**src/rtl/prog_count_n.sv**
```systemverilog
// Programmable up/down counter with one-shot or auto-reload operation, hold and abort.
// Terminal value is clamped to LIMIT and latched, together with direction and mode, on start.
module prog_count_n #(
  parameter int WIDTH = 7,
  parameter int LIMIT = 99
) (
  input  logic             CLK,
  input  logic             reset,
  input  logic             start,
  input  logic             abort,
  input  logic             hold,
  input  logic             dir,
  input  logic             auto_reload,
  input  logic [WIDTH-1:0] max_count,
  output logic [WIDTH-1:0] count_out,
  output logic             busy,
  output logic             tc,
  output logic             done,
  output logic [1:0]       dbg_state
);

  typedef enum logic [1:0] {
    S_IDLE  = 2'd0,
    S_COUNT = 2'd1,
    S_HOLD  = 2'd2,
    S_DONE  = 2'd3
  } state_t;

  localparam logic [WIDTH-1:0] LIMIT_V = WIDTH'(LIMIT);
  localparam logic [WIDTH-1:0] ONE_V   = WIDTH'(1);

  state_t           r_state, w_state_nxt;
  logic [WIDTH-1:0] r_count, w_count_nxt;
  logic             r_tc, w_tc_nxt;
  logic [WIDTH-1:0] r_lim, w_lim_nxt;
  logic             r_dir, w_dir_nxt;
  logic             r_reload, w_reload_nxt;

  logic [WIDTH-1:0] w_clamped;
  logic [WIDTH-1:0] w_new_start;
  logic [WIDTH-1:0] w_start_val;
  logic [WIDTH-1:0] w_term;

  assign w_clamped   = (max_count > LIMIT_V) ? LIMIT_V : max_count;
  assign w_new_start = dir ? w_clamped : '0;
  assign w_start_val = r_dir ? r_lim : '0;
  assign w_term      = r_dir ? '0 : r_lim;

  // Priority: abort > start > hold > step; reset is handled asynchronously below.
  always_comb begin
    w_state_nxt  = r_state;
    w_count_nxt  = r_count;
    w_tc_nxt     = 1'b0;
    w_lim_nxt    = r_lim;
    w_dir_nxt    = r_dir;
    w_reload_nxt = r_reload;
    if (abort) begin
      w_state_nxt = S_IDLE;
      w_count_nxt = '0;
    end else if (start) begin
      w_state_nxt  = S_COUNT;
      w_lim_nxt    = w_clamped;
      w_dir_nxt    = dir;
      w_reload_nxt = auto_reload;
      w_count_nxt  = w_new_start;
      // Start equals terminal only when the clamped limit is zero.
      w_tc_nxt     = (w_clamped == '0);
    end else begin
      unique case (r_state)
        S_IDLE: ;
        S_COUNT: begin
          if (hold) begin
            w_state_nxt = S_HOLD;
          end else if (r_count != w_term) begin
            w_count_nxt = r_dir ? (r_count - ONE_V) : (r_count + ONE_V);
            w_tc_nxt    = ((r_dir ? (r_count - ONE_V) : (r_count + ONE_V)) == w_term);
          end else if (r_reload) begin
            w_count_nxt = w_start_val;
            w_tc_nxt    = (w_start_val == w_term);
          end else begin
            w_state_nxt = S_DONE;
          end
        end
        S_HOLD: begin
          if (!hold) w_state_nxt = S_COUNT;
        end
        S_DONE: ;
        default: w_state_nxt = S_IDLE;
      endcase
    end
  end

  always_ff @(posedge CLK or posedge reset) begin
    if (reset) begin
      r_state  <= S_IDLE;
      r_count  <= '0;
      r_tc     <= 1'b0;
      r_lim    <= '0;
      r_dir    <= 1'b0;
      r_reload <= 1'b0;
    end else begin
      r_state  <= w_state_nxt;
      r_count  <= w_count_nxt;
      r_tc     <= w_tc_nxt;
      r_lim    <= w_lim_nxt;
      r_dir    <= w_dir_nxt;
      r_reload <= w_reload_nxt;
    end
  end

  assign count_out = r_count;
  assign tc        = r_tc;
  assign busy      = (r_state == S_COUNT) || (r_state == S_HOLD);
  assign done      = (r_state == S_DONE);
  assign dbg_state = r_state;

endmodule
```
**config.mk**
```make
export PLATFORM = sky130hd
export DESIGN_NAME = prog_count_n
export DESIGN_NICKNAME = d
export VERILOG_FILES = /design/src/rtl/prog_count_n.sv
export SDC_FILE = /design/constraint.sdc
export NUM_CORES = 1
export LEC_CHECK = 0
export CAP_MARGIN = 0
export CORE_MARGIN = 5
export CORE_UTILIZATION = 35
export DETAILED_ROUTE_END_ITERATION = 10
export PLACE_DENSITY = 0.57
export SLEW_MARGIN = 20
export SYNTH_ARGS = -nofsm -noshare
export SYNTH_HDL_FRONTEND = slang
export SYNTH_SLANG_ARGS = --single-unit
export TNS_END_PERCENT = 10
```
**constraint.sdc**
```tcl
create_clock -name CLK -period 2.9 [get_ports CLK]
set_input_delay 0.87 -clock CLK [delete_from_list [all_inputs] [get_ports CLK]]
set_output_delay 0.87 -clock CLK [all_outputs]
set_load 0.005 [all_outputs]
```
==> run metrics <==
Critical Path Start Type=flop; largest net degree at the start of global routing=21; via density per instance=5.20; post-CTS sizing=0; routed wire length=4.38 mm; Port-buffer cells=25; Die Span Y=just under 80 um; clk_lat worst skew=260 ps; Total Nets Final=251; TritonCTS clock tree=yes; deepest clock path buffer count=2; total negative slack=0 ps; RSZ-0062 raised after global routing=no; DP Wirelength=3.55 mm; initial antenna violation count=0; first drt pass iteration count=4; CTS Hold Bufs=0; Num CTS Buffers=3; fin crit period=2620 ps; flops & latches, synth=19; critical path type=flop to flop; cells after synthesis=200; Pwr Density=581 nW/um2; Clk pwr share=0.151; routed len/inst=14.9 um; top-count cell post-synth=nand2_1; area growth from synthesis to layout=22.4%; routability cong.=~0.84; Slew @ Worst Pin=~700 ps; ys flop type=dfrtp_1; Setup WS post-layout=276 ps; Sink Count=19; commonest cells in the netlist=27 x nand2_1, 19 x dfrtp_1, 18 x nor2_1, 15 x o21ai_0, 10 x xnor2_1; width of the die=79.5 um; H-Tree Depth=1; Seq/Total Area, Yosys=0.281; Worst Clk Skew=3.06 ps; max_cap viols=0; GRT overflow=0; Initial Utilization=0.358; CP Data Arrival Time=2830 ps; Critical Path End Type=flop; Max Clk Rate=about 380 MHz; post-synth cell types=55; Clock transition at path regs=70 ps; final cycle utilization of the critical path=0.905; Flop pwr share=0.328; fill count=489; DRC viols=0; Slew Limit Fails=0; DIE AREA=approximately 6300 um2; vias in the first global route=1456; Tightest Hold Check Type=flop to flop; worst vdd ir=~310 uV; area share of the largest cell type after synthesis=0.281; Ant. Diodes=0; Util after Layout=0.438; Placed Instances=290; leakage=0.837 nW; dominant cell type by area after synthesis=dfrtp_1; iteration-0 DRC count of the detailed router=93; synth top area cells=dfrtp_1 28%, nand2_1 6.0%, ha_1 5.9%, xnor2_1 5.2%, o21ai_0 4.4%; CP required=3100 ps; Cell Int Power=between 0.7 and 0.8 mW; Cell Area, Synth=1690 um2; pre-CTS WS=216 ps; GRT Total Usage=0.148; CTS root buf=clkbuf_8; I/O pins=26; post-route ant nets=0; vias post-DR=1530; Logic pwr share=0.521; relative slew slack=0.531; sw frac=0.397; CP Max Fanout=20; Hold Violations, Final=0; Final Non-Filler Cells=between 200 and 300; post-CTS setup buffers=0; row count=25; Avg Inst Size Synth=about 8.5 um2; Synth Warn #=0; fraction of registers with async set or reset after synthesis=1.00; Syn Nets=about 220; Post-synth EDFFs=0; Core ar.=4720 um2; layout cell share with drive strength beyond 1=0.110; final setup vio count=0; outcome=finished clean; first-pass GRT wire length=between 7 and 8 mm; switching power=0.478 mW
==> registers in the layout (all words and copies together), names as in the netlist <==
register   cells
count_out      7
dbg_state      2
r_dir          1
r_lim          7
r_reload       1
tc             1
==> cells by family after synthesis <==
family / Yosys count / share of synthesized area
and+or+nand+nor: 83 / 0.268
AOI/OAI and AO/OA: 51 / 0.201
DFF: 19 / 0.281
buffers and inverters: 16 / 0.0451
xor gates and xnor gates: 13 / 0.0762
muxes: 9 / 0.0577
adders and majority gates: 9 / 0.0710
==> worst max-delay path: stages (launching register included) <==
cell      delay [ps]
dfrtp_1          750
ha_1             390
a211oi_1         320
o21ai_0          150
a21oi_1          220
xnor2_1          200
mux2i_1          330
a31o_2           190
==> layer usage <==
metal	track usage	vias to the layer above	part of all wire
met2	0.219	30	0.42
met1	0.218	710	0.52
met4	0.0567	0	0.024
li1	-	781	-
met5	0	-	0
met3	0.0169	9	0.035
==> stage by stage <==
step / hold slack (ps) / instance area (um2) / power, mW
6_report: 574 / 2070 / 1.20
5_1_grt: 615 / 2070 / 1.30
4_1_cts: 589 / 2070 / 1.21
3_5_place_dp: 576 / 2020 / 1.03
3_3_place_gp: 568 / 2020 / 1.03
2_1_floorplan: 497 / 1690 / 0.830
==> path summary, 6_finish.rpt <==
path                            depth (start not counted)      from            to  slack, ps
worst max-delay path                                    7     r_dir            tc        280
worst min-delay path                                    2  r_reload      r_reload        570
worst max register to register                          7     r_dir            tc        280
worst min register to register                          2  r_reload      r_reload        570
max in group asynchronous                               2     reset  count_out[1]       1430
min in group asynchronous                               2     reset      r_reload       1020
==> power groups by stage <==
stage               Combinational (mW)  Clock [mW]  Sequential, mW
floorplan                        0.470           0           0.360
global placement                 0.626           0           0.400
detailed placement               0.625           0           0.400
CTS                              0.629       0.188           0.395
global route                     0.696       0.196           0.406
finish                           0.627       0.181           0.395
==> layout make-up <==
| cell class | count | area (um2) | area share |
|---|---|---|---|
| clock buffer | 3 | 41.3 | 0.0199 |
| sequential | 19 | 475 | 0.230 |
| multi-input combinational | 165 | 1140 | 0.550 |
| clock inverter | 1 | 5.00 | 0.00242 |
| tap | 67 | 83.8 | 0.0405 |
| timing repair buffer | 31 | 295 | 0.143 |
| inverter | 8 | 30.0 | 0.0145 |
==> cell usage in the layout, fill, tap and decap left out, types with 5 or more instances in the layout <==
cell             count
dfrtp_1             19
o21ai_0             15
nand2_1             27
o21ai_1              6
a21oi_1              6
buf_4                6
mux2_2               6
a22oi_1              5
xnor2_1             10
inv_1                8
ha_1                 8
clkdlybuf4s50_1     25
nand4_1              5
nor2_1              18
(Power assumes the default switching activity.)
